`config.mk`:
```
export PLATFORM = sky130hd
export DESIGN_NAME = pipe_hazard_ctrl
export DESIGN_NICKNAME = d
export VERILOG_FILES = /design/src/rtl/pipe_hazard_ctrl.sv
export SDC_FILE = /design/constraint.sdc
export NUM_CORES = 1
export LEC_CHECK = 0
export ABC_AREA = 1
export CAP_MARGIN = 10
export CORE_UTILIZATION = 52
export CTS_CLUSTER_SIZE = 24
export DETAILED_ROUTE_END_ITERATION = 10
export PLACE_DENSITY = 0.84
export SYNTH_ARGS = -nofsm -noshare
export SYNTH_HDL_FRONTEND = slang
export SYNTH_SLANG_ARGS = --single-unit
```
`constraint.sdc`:
```
create_clock -name clk -period 2.51 [get_ports clk]
set_input_delay 0.502 -clock clk [delete_from_list [all_inputs] [get_ports clk]]
set_output_delay 0.502 -clock clk [all_outputs]
set_load 0.1 [all_outputs]
```
`src/rtl/pipe_hazard_ctrl.sv`:
```
// Pipeline hazard controller: per-stage stall/flush generation for load-use,
// EX redirects and memory wait states, plus stall/flush performance counters.
module pipe_hazard_ctrl #(
   parameter int unsigned DMEM_TIMEOUT = 255
) (
   input  logic        clk,
   input  logic        rst,
   input  logic [4:0]  id_rs1,
   input  logic [4:0]  id_rs2,
   input  logic        id_use_rs1,
   input  logic        id_use_rs2,
   input  logic [4:0]  ex_rd,
   input  logic        ex_is_load,
   input  logic        ex_redirect,
   input  logic        imem_ready,
   input  logic        dmem_req,
   input  logic        dmem_ready,
   output logic        pc_stall,
   output logic        if_id_stall,
   output logic        if_id_flush,
   output logic        id_ex_stall,
   output logic        id_ex_flush,
   output logic        ex_mem_stall,
   output logic        mem_wb_flush,
   output logic        dmem_timeout,
   output logic [31:0] stall_cycles,
   output logic [31:0] flush_events
);

   typedef enum logic {RUN, DWAIT} state_t;

   localparam logic [15:0] TIMEOUT_VAL = 16'(DMEM_TIMEOUT);

   state_t      state, state_next;
   logic [15:0] wait_cnt, wait_cnt_next;
   logic        kill_pending, kill_next;
   logic        timeout_fired, timeout_fired_next, timeout_next;
   logic        dwait, lu;

   assign dwait = dmem_req & ~dmem_ready;
   assign lu    = ex_is_load & (ex_rd != 5'd0) &
                  ((id_use_rs1 & (id_rs1 == ex_rd)) | (id_use_rs2 & (id_rs2 == ex_rd)));

   // Priority chain: data wait freezes everything, so a redirect in EX is re-presented later.
   always_comb begin
      pc_stall     = 1'b0;
      if_id_stall  = 1'b0;
      if_id_flush  = 1'b0;
      id_ex_stall  = 1'b0;
      id_ex_flush  = 1'b0;
      ex_mem_stall = 1'b0;
      mem_wb_flush = 1'b0;
      kill_next    = kill_pending;
      if (dwait) begin
         pc_stall     = 1'b1;
         if_id_stall  = 1'b1;
         id_ex_stall  = 1'b1;
         ex_mem_stall = 1'b1;
         mem_wb_flush = 1'b1;
      end else if (ex_redirect) begin
         if_id_flush = 1'b1;
         id_ex_flush = 1'b1;
         kill_next   = kill_pending | ~imem_ready;
      end else if (lu) begin
         pc_stall    = 1'b1;
         if_id_stall = 1'b1;
         id_ex_flush = 1'b1;
      end else if (kill_pending) begin
         pc_stall    = 1'b1;
         if_id_flush = 1'b1;
         if (imem_ready)
            kill_next = 1'b0;
      end else if (!imem_ready) begin
         pc_stall    = 1'b1;
         if_id_flush = 1'b1;
      end
   end

   // Wait counter saturates at the timeout; the fired flag keeps the pulse to one cycle.
   always_comb begin
      state_next         = state;
      wait_cnt_next      = wait_cnt;
      timeout_fired_next = timeout_fired;
      timeout_next       = 1'b0;
      case (state)
         RUN: begin
            timeout_fired_next = 1'b0;
            if (dwait) begin
               state_next    = DWAIT;
               wait_cnt_next = 16'd1;
            end
         end
         DWAIT: begin
            if (!dwait) begin
               state_next         = RUN;
               wait_cnt_next      = 16'd0;
               timeout_fired_next = 1'b0;
            end else begin
               if ((wait_cnt == TIMEOUT_VAL) && !timeout_fired) begin
                  timeout_next       = 1'b1;
                  timeout_fired_next = 1'b1;
               end
               if (wait_cnt != TIMEOUT_VAL)
                  wait_cnt_next = wait_cnt + 16'd1;
            end
         end
         default: state_next = RUN;
      endcase
   end

   always_ff @(posedge clk) begin
      if (rst) begin
         state         <= RUN;
         wait_cnt      <= 16'd0;
         kill_pending  <= 1'b0;
         timeout_fired <= 1'b0;
         dmem_timeout  <= 1'b0;
         stall_cycles  <= 32'd0;
         flush_events  <= 32'd0;
      end else begin
         state         <= state_next;
         wait_cnt      <= wait_cnt_next;
         kill_pending  <= kill_next;
         timeout_fired <= timeout_fired_next;
         dmem_timeout  <= timeout_next;
         stall_cycles  <= stall_cycles + {31'd0, pc_stall};
         flush_events  <= flush_events + {31'd0, id_ex_flush};
      end
   end

   // Stall must dominate flush inside every pipeline register.
   assert property (@(posedge clk) !(if_id_stall && if_id_flush));
   assert property (@(posedge clk) !(id_ex_stall && id_ex_flush));

endmodule

```
Yosys cells after proc, flatten, opt, wreduce, memory -nomap -nowiden

Cells that the tools add are included.

$add $sub $neg: 3
Equal/unequal tests: 8
Multiplexer cells: 25
Bitwise logic cells: 11
Reduce and logical (&&, ||, !) cells: 6

Operator list:

| operator                | number |
|---|---|
| $add A32 B1 Y32         | 2 |
| $mux W16                | 3 |
| $pmux W16 S2            | 1 |
| $mux W1                 | 20 |
| $add A16 B1 Y16 const B | 1 |
| $eq A16 B8 Y1 const B   | 1 |
| $ne A16 B8 Y1 const B   | 1 |
| $eq A5 B5 Y1            | 2 |
| $ne A3 B2 Y1 const B    | 2 |
| $and A1 B1 Y1           | 5 |
| $reduce_bool A5 Y1      | 1 |
| $ne A2 B2 Y1 const B    | 2 |
| $not A1 Y1              | 4 |
| $reduce_and A2 Y1       | 2 |
| $reduce_or A3 Y1        | 1 |
| $or A1 B1 Y1            | 2 |
| $pmux W1 S2             | 1 |
| $logic_and A1 B1 Y1     | 1 |
| $logic_not A1 Y1        | 1 |

Flip-flop bits (word level): 84
Output and inout port bits: 72
Word-level logic and storage cells: 60

Longest topological paths before layout

Gate-level depths: netlist of the first run.

Depth in word-level cells: 8
Mapped depth: 19
Mapped depth without buffers: 19

Worst setup path before layout of the first run

OpenSTA, ideal clock, no wires.

Path kind: input port to flip-flop
Start: input dmem_req
End: register flush_events[21]
Library setup time: 0.123 ns
Data arrival time: 4.266 ns
Setup slack: -1.879 ns
Stages: 15
Path buffers: 1
Cell sequence: inv_1 -> or2_1 -> buf_6 -> inv_1 -> a21oi_1 -> ha_1 -> nand3_1 -> inv_1 -> nand2_2 -> nor2_4 -> nand2_2 -> nor2_4 -> nand2_1 -> o21ai_1 -> a21oi_1

Longest elaborated chain between the ends: 3

Ends and longest elaborated chain:

| what                  | line | text |
|---|---|---|
| start, declared       | 16   | `input logic dmem_req,` |
| $and A1 B1 Y1         | 40   | `assign dwait = dmem_req & ~dmem_ready;` |
| $mux W1               | 54   | `if (dwait) begin` |
| named net id_ex_flush | 22   | `output logic id_ex_flush,` |
| $add A32 B1 Y32       | 127  | `flush_events <= flush_events + {31'd0, id_ex_flush};` |
| end signal, assigned  | 127  |  |
| end, declared         | 27   | `output logic [31:0] flush_events` |

The timed path passes the listed nets, and every way through them passes these cells.
A chain may end at the register's enable or synchronous reset.

Worst setup path in the final report of the first run

Start: input ex_rd[1]
End: output pc_stall

Longest elaborated chain between the ends: 7

Ends and longest elaborated chain:

| what            | line | text |
|---|---|---|
| start, declared | 12   | `input logic [4:0] ex_rd,` |
| $eq A5 B5 Y1    | 42   | `((id_use_rs1 & (id_rs1 == ex_rd)) \| (id_use_rs2 & (id_rs2 == ex_rd)));` |
| $and A1 B1 Y1   | 42   |  |
| $or A1 B1 Y1    | 42   |  |
| $and A1 B1 Y1 * | 41   | `assign lu = ex_is_load & (ex_rd != 5'd0) &` |
| $mux W1 *       | 64   | `end else if (lu) begin` |
| $mux W1 *       | 60   | `end else if (ex_redirect) begin` |
| $mux W1 *       | 54   |  |
| end, declared   | 18   | `output logic pc_stall,` |

Every way passes the cells marked *; elsewhere a longest branch is shown, timed or not.

==> metrics, run 1 <==
Simple-Gate Fraction of Synth Area=42.0%; Antenna diodes=0; DRT antenna net count=0; initial antenna violation count=0; min-delay src=timeout_fired; total track usage=28.6%; skew final=0.00906 ns; fmax=0.403 GHz; Syn Inst Count=726; Inserted Clock Buffers=9; Max-Cap Viols=0; Synth Flop Type=dfxtp_1; mapped cell area=4780 sq um; area delta synth->final=33.7%; DRC=9; Post-Synth XOR/XNOR Area=2.38%; First DRT Iteration DRCs=331; Root Buffer=clkbuf_8; Place WS=-0.569 ns; minimum clock period after layout=2.48 ns; Seq cells post-synth=84; failing checks=DRC; Post-synth EDFFs=0; io pins=96; Routed WL=13600 um; CTS Hold Bufs=0; CTS Sinks=84; Hold Path Stages=1; endpoint class of the critical path=output pin; most common cell in the netlist=nand2_1; worst flop-to-flop path startpoint=kill_pending; initial core utilization=54.3%; R2R cell count=15; sequential-to-total area share from yosys stat=35.2%; Critical Path Fanout Max=3; Synth Area in Compound Gates=10.3%; P_leak=2.49 nW; YS warnings=0; hold_ws=0.449 ns; synth cell count leaders=nand2_1, nor2_1, inv_1, dfxtp_1, a21oi_1; nets=891; TNS Setup=0 ns; multiplexer share of the synthesized area=0%; DPL Wire Length=10400 um; first drt pass iteration count=8; Synth cell types=42; worst setup path class=input pin to output pin; status=finished, violations left; combinational family with the most area after synthesis=simple AND/OR/NAND/NOR gates; Tightest Hold Check Type=flop to flop; share of layout cells above drive strength 1=23.4%; Remaining Overflow, GRT=0; Yosys top cell by area=dfxtp_1; largest net degree at the start of global routing=26; placer congestion estimate=0.993; critical path arrival=1.98 ns; Post-Syn Nets=755; R2R Setup Slk=0.64 ns; clk buf depth=2; Pwr per Cell Area=442 nW/um^2; top cell type's share of synthesized area=35.2%; DIE WIDTH=97.9 um; Via density=5.41; Reg clk slew, reported paths=0.08 ns; CP startpoint kind=input pin; slew margin rel.=64.6%; Area contributors post-synth=dfxtp_1, nand2_1, nor2_1; PortBufs=95; RR Endpoint=stall_cycles[30]; Pins Over Slew Limit=0; non-filler cells, final=975; Async SR Flop Fraction=0%; fin worst setup slack=0.0290 ns; hold path endpoint=dmem_timeout; final period utilization=98.8%; vias in the first global route=4913; final setup fails=0; Cells after DPL=953; worst skew pair latency=0.36 ns; synthesized area per cell=6.59 sq um; adder-cell area share of the yosys netlist=1.31%; core area=8810 sq um; DR vias=5278; DIE AREA=9590 sq um; first-pass GRT wire length=22200 um; Worst EP required=2.01 ns; H-tree Lvls=3; # rows=34; Max VDD drop=0.337 mV; routed length per placed instance=14.0 um; CTS tree=built; Die H=97.9 um; Hold Fails Final Rpt=0; worst slew pin tran=0.531 ns
==> per-stage QoR <==
step                      util (%)  power [W]  area, sq um
after CTS                     71.9    0.00283         6330
after global routing          72.6    0.00291         6390
final                         72.6    0.00283         6390
after detailed placement      68.0    0.00173         5980
after global placement        68.0    0.00172         5980
after floorplan                  -    0.00161         4800
==> cell usage in the layout, fill, tap and decap left out, types with 3 or more instances in the layout <==
master	netlist	layout
ha_4	0	4
nand2_2	7	10
nor2_4	4	5
dfxtp_1	84	84
buf_12	1	7
o21a_1	3	3
nand3b_1	9	9
a21oi_2	8	8
or2_0	4	4
inv_1	88	85
nor3b_1	4	4
dlygate4sd2_1	0	12
dlymetal6s2s_1	0	3
buf_4	2	106
nand3_1	34	30
xor2_1	10	10
nor3_2	2	4
clkdlybuf4s50_1	0	7
a21oi_1	49	48
nor2_2	4	11
nor2_1	101	93
nand3_4	1	3
nand2_4	1	4
inv_2	5	8
or2_2	3	3
o21ai_0	20	19
clkbuf_8	0	10
nand2_1	194	188
xnor2_1	3	3
nor3_1	33	31
nor3b_2	4	4
o21ai_1	3	4
nand4_1	17	17
nand3_2	2	4
==> flip-flops by register name (all words and copies together), names as in the netlist <==
name and cells:
state 1, timeout_fired 1, wait_cnt 16, dmem_timeout 1
stall_cycles 32, flush_events 32, kill_pending 1
==> cell families (layout without fill, tap and decap cells) <==
group                      Yosys count  after routing
AOI/OAI and AO/OA                   88             88
xor gates and xnor gates            13             13
adders and majority gates            5              5
buffers and inverters              105            246
DFF                                 84             84
and+or+nand+nor                    431            431
==> how the worst max path moves through the flow <==
| stage | startpoint | endpoint | slack, ns |
|---|---|---|---|
| floorplan | dmem_req | flush_events[21] | -0.85 |
| global placement | ex_rd[0] | stall_cycles[18] | -0.42 |
| detailed placement | ex_rd[3] | flush_events[14] | -0.57 |
| finish | ex_rd[1] | pc_stall | 0.03 |
| CTS | id_rs2[1] | id_ex_flush | 0.005 |
| global route | ex_rd[1] | if_id_flush | -0.08 |
==> repair_timing <==
item,4_1_cts,5_1_grt
setup endpoints to repair,34,47
gates resized for setup,36,16
pin swaps,13,14
buffers inserted,5,1
==> routing by layer <==
| metal | vias to the layer above | share of wire, % | track usage [%] | wire [um] |
|---|---|---|---|---|
| li1 | 2600 | - | - | - |
| met3 | 37 | 7.0 | 4.80 | 957 |
| met1 | 2429 | 41 | 34.1 | 5570 |
| met4 | 0 | 2.9 | 12.0 | 396 |
| met5 | - | 0 | 0 | 0 |
| met2 | 212 | 49 | 50.8 | 6710 |
==> power by group <==
group | switching (W) | internal (W)
combinational | 0.000242 | 0.000120
clock | 0.000515 | 0.000592
sequential | 0.0000139 | 0.00134
total | 0.000771 | 0.00205
==> critical path: stages <==
cell	delay, ns
dlygate4sd2_1	0.28
inv_1	0.10
nand4_1	0.12
o21ai_0	0.23
inv_1	0.12
nand3_2	0.12
nand3_4	0.08
buf_4	0.14
buf_4	0.13
buf_12	0.15
==> final cells by class <==
class | instances | area, sq um
multi-input cells | 537 | 2840
fillers | 718 | 2410
flip-flops and latches | 84 | 1680
repair buffers | 137 | 1160
inverters | 93 | 349
clock buffers | 11 | 141
well taps | 108 | 135
clock inverters | 5 | 85.1
No activity file was read; power rests on OpenSTA's default activity.
==> run 2: changes to the inputs <==
CORE_MARGIN = 8   (was unset)
CORE_UTILIZATION = 54   (was 52)
CTS_BUF_LIST = sky130_fd_sc_hd__clkbuf_4 sky130_fd_sc_hd__clkbuf_8   (was unset)
PLACE_DENSITY = 0.86   (was 0.84)
==> run 2 against run 1 <==
Against the previous run:
- the run now ends clean
- design area hardly changed
- clock-buffer cell count is 1 lower
- clock power is 17% lower
- wire length is 6.6% higher
- core utilization is 1.4 points higher
- via count is 0.25% lower
- sequential cell count stayed put
- critical path type unchanged
- critical endpoint is now id_ex_flush
- largest power group unchanged
==> metrics, run 2 (synthesized netlist as in run 1, its figures left out) <==
# rows=34; DR vias=5265; Root Buffer=clkbuf_8; worst setup path class=input pin to output pin; initial antenna violation count=0; fin worst setup slack=0.114 ns; commonest cells after routing, fill and taps aside=nand2_1, buf_4, nor2_1, inv_1, dfxtp_1; Remaining Overflow, GRT=0; final setup fails=0; met3 wire len=1100 um; Reg clk slew, reported paths=0.09 ns; First DRT Iteration DRCs=333; status=finished, final reports clean; largest net degree at the start of global routing=40; met2 routed WL=7080 um; Max VDD drop=0.258 mV; combinational fraction of design power=13.8%; final period utilization=95.5%; DPL Wire Length=11100 um; Pwr Total=0.00265 W; worst slew pin tran=0.539 ns; first drt pass iteration count=8; Pwr per Cell Area=415 nW/um^2; nets=890; DIE AREA=12100 sq um; Clk pwr share=34.9%; minimum clock period after layout=2.40 ns; core area=8640 sq um; share of layout cells above drive strength 1=23.1%; Pins Over Slew Limit=0; metal1 wirelength=5800 um; slew margin rel.=63.8%; routed length per placed instance=14.9 um; first-pass GRT wire length=22900 um; DIE WIDTH=110 um; Worst EP required=2.01 ns; vias in the first global route=4923; Largest regs=flush_events (32), stall_cycles (32), wait_cnt (16); Antenna diodes=0; DRT antenna net count=0; total track usage=23.5%; endpoint class of the critical path=output pin; Via density=5.41; H-tree Lvls=3; Final Util=74.0%; Max-Cap Viols=0; Critical Path Fanout Max=2; critical path arrival=1.89 ns; Seq pwr share=51.3%; highest metal used=met4; PortBufs=95; clk buf depth=2; Int Pwr=0.00186 W; Routed WL=14500 um; Tightest Hold Check Type=flop to flop; worst skew pair latency=0.36 ns; Place WS=-0.608 ns; initial core utilization=55.4%; Inserted Clock Buffers=9; CTS tree=built; commonest non-fill, non-tap cell in the layout=nand2_1; skew final=0.0141 ns; area delta synth->final=33.6%; CTS Sinks=84; Hold Fails Final Rpt=0; Psw=0.000789 W; DRC=0; Die H=110 um; io pins=96; fmax=0.417 GHz; CP startpoint kind=input pin; placer congestion estimate=0.969; P_leak=2.55 nW; CTS Hold Bufs=0; switching part of the total=29.8%
## run 2: area by class of cell
class / instances / area [sq um]
inverter: 93 / 352
fill: 673 / 2240
sequential: 84 / 1680
tap: 108 / 135
multi-input combinational: 537 / 2870
clock buffer: 10 / 138
clock inverter: 6 / 46.3
timing repair buffer: 136 / 1170
## run 2: layer usage
| layer | vias to the layer above | global-route usage, % |
|---|---|---|
| met5 | - | 0 |
| met4 | 0 | 11.6 |
| met3 | 43 | 4.01 |
| met2 | 220 | 40.1 |
| met1 | 2403 | 28.0 |
| li1 | 2599 | - |
## run 2: power groups by stage
stage	clock, W	sequential [W]	combinational [W]
2_1_floorplan	0	0.00144	0.000166
3_3_place_gp	0	0.00138	0.000342
3_5_place_dp	0	0.00139	0.000349
4_1_cts	0.000932	0.00136	0.000359
5_1_grt	0.000986	0.00136	0.000387
6_report	0.000925	0.00136	0.000365
## run 2: critical path: stages
cell	delay, ns
clkdlybuf4s50_1	0.42
nand2_1	0.07
nand2_1	0.04
nor2_1	0.08
nand3_1	0.09
nand2_2	0.11
nand2_2	0.07
a21oi_4	0.21
buf_6	0.14
buf_12	0.16
## run 2: what timing repair did
action / CTS / global route
pin swaps: 10 / 23
buffers inserted: 1 / 3
gates resized for setup: 29 / 29
setup endpoints to repair: 25 / 37
hold endpoints to repair: 0 / 0
## run 2: stage by stage
stage                     setup TNS (ns)  instances  hold WS (ns)  cell area (sq um)
after floorplan                   -34.44        726         0.399               4800
after global placement            -14.39        954         0.405               5990
after detailed placement          -19.97        954         0.420               5990
after CTS                              0        971         0.433               6260
after global routing            -0.00340        974         0.452               6390
final                                  0        974         0.433               6390
## run 2: path summary, 6_finish.rpt
path	from	endpoint	slack (ns)	cells after the start
worst max-delay path	id_rs2[2]	id_ex_flush	0.11	10
worst max register to register	kill_pending	stall_cycles[18]	0.57	13
worst min register to register	timeout_fired	dmem_timeout	0.43	1
worst min-delay path	timeout_fired	dmem_timeout	0.43	1
==> run 3: changes to the inputs <==
SKIP_CTS_REPAIR_TIMING = 1   (was unset)
==> run 3 against run 2 <==
Against the previous run:
- non-clock buffer count stayed put
- register-to-register slack worse by 0.02 ns
- hold slack hardly changed
- critical path type is now input pin to flop
- largest power group unchanged
==> metrics, run 3 (synthesized netlist as in run 1, its figures left out) <==
status=finished, final reports clean; Routed WL=14800 um; switching part of the total=29.7%; Hold Path Stages=1; Pins Over Slew Limit=0; Hold Fails Final Rpt=0; Worst EP required=2.77 ns; largest net degree at the start of global routing=40; commonest non-fill, non-tap cell in the layout=nand2_1; P_leak=2.57 nW; core area=8640 sq um; final setup fails=0; initial core utilization=55.4%; min-delay src=timeout_fired; critical path arrival=2.71 ns; Int Pwr=0.00186 W; R2R cell count=15; Die H=110 um; Reg clk slew, reported paths=0.10 ns; worst setup path class=input pin to flop; Crit. Startpoint=id_use_rs2; CTS tree=built; Root Buffer=clkbuf_8; CP startpoint kind=input pin; DR vias=5245; register area=1680 sq um; clk buf depth=2; Max-Cap Viols=0; initial antenna violation count=0; Clk pwr share=34.8%; Psw=0.000785 W; slew margin rel.=64.6%; combinational fraction of design power=13.9%; Largest regs=flush_events (32), stall_cycles (32), wait_cnt (16); H-tree Lvls=3; DRT antenna net count=0; area delta synth->final=33.4%; Seq pwr share=51.3%; placer congestion estimate=0.969; commonest cells after routing, fill and taps aside=nand2_1, buf_4, nor2_1, inv_1, dfxtp_1; CTS Sinks=84; unrepaired setup endpoints after global routing=false; Antenna diodes=0; Pwr per Cell Area=415 nW/um^2; io pins=96; vias in the first global route=4865; skew final=0.0163 ns; Inserted Clock Buffers=9; fin worst setup slack=0.0651 ns; Max VDD drop=0.277 mV; Remaining Overflow, GRT=0; DIE AREA=12100 sq um; first-pass GRT wire length=22400 um; minimum clock period after layout=2.44 ns; share of layout cells above drive strength 1=22.7%; hold_ws=0.432 ns; Tightest Hold Check Type=flop to flop; # rows=34; fmax=0.409 GHz; FILL cells=681; worst flop-to-flop path startpoint=kill_pending; Via density=5.39; nets=890; area of the multi-input gates=2820 sq um; first drt pass iteration count=5; final period utilization=97.4%; First DRT Iteration DRCs=348; worst slew pin tran=0.527 ns; routed length per placed instance=15.2 um; worst skew pair latency=0.36 ns; Critical Path Fanout Max=3; PortBufs=95; Place WS=-0.608 ns; DRC=0; DPL Wire Length=11100 um; DIE WIDTH=110 um; endpoint class of the critical path=flop; total track usage=23.0%
-- run 3: changes by cell type in the layout (fill, tap and decap cells not counted), moves of 2 or more --
cell,delta
clkdlybuf4s50_1,-2
dlygate4sd2_1,-8
dlymetal6s2s_1,+10
nand2_4,-2
nor2_2,+2
nor2_4,-3
-- run 3: layout make-up --
type | instances | area share, %
Multi-Input combinational cell | 537 | 44.3
Sequential cell | 84 | 26.4
Timing Repair Buffer | 136 | 18.9
Inverter | 93 | 5.47
Clock buffer | 10 | 2.16
Tap cell | 108 | 2.12
Clock inverter | 6 | 0.726
-- run 3: critical path: stages --
cell and delay [ns]:
clkdlybuf4s50_1 0.46, nand2_1 0.05, nor2_1 0.09, nand3_1 0.08, nand2_2 0.10, nand2_2 0.07
a21oi_4 0.22, ha_4 0.18, ha_4 0.15, buf_6 0.10, nand3_4 0.10, nor3b_4 0.27
nand2_2 0.10, o21ai_1 0.15, nor2_1 0.06
-- run 3: path summary, 6_finish.rpt --
kind | end | slack, ns
setup / recovery | flush_events[18] | 0.07
setup reg to reg | stall_cycles[30] | 0.55
hold / removal | dmem_timeout | 0.43
hold reg to reg | dmem_timeout | 0.43
-- run 3: through the flow --
| stage | instances | util (%) | area, sq um | setup TNS [ns] | total power, W |
|---|---|---|---|---|---|
| after floorplan | 726 | - | 4800 | -34.44 | 0.00161 |
| after global placement | 954 | 69.4 | 5990 | -14.39 | 0.00173 |
| after detailed placement | 954 | 69.4 | 5990 | -19.97 | 0.00173 |
| after CTS | 970 | 71.5 | 6180 | -2.24 | 0.00264 |
| after global routing | 974 | 73.9 | 6380 | 0 | 0.00273 |
| final | 974 | 73.9 | 6380 | 0 | 0.00265 |
-- run 3: power groups by stage --
| stage | logic, W | registers [W] | clock network (W) |
|---|---|---|---|
| 6_report | 0.000369 | 0.00136 | 0.000920 |
| 5_1_grt | 0.000390 | 0.00136 | 0.000981 |
| 4_1_cts | 0.000350 | 0.00135 | 0.000932 |
| 3_5_place_dp | 0.000349 | 0.00139 | 0 |
| 3_3_place_gp | 0.000342 | 0.00138 | 0 |
| 2_1_floorplan | 0.000166 | 0.00144 | 0 |
-- run 3: layer usage --
layer | global-route usage, % | part of all wire [%]
met4 | 11.4 | 4.2
met5 | 0 | 0
met1 | 27.3 | 40
met3 | 4.24 | 7.6
met2 | 39.0 | 49
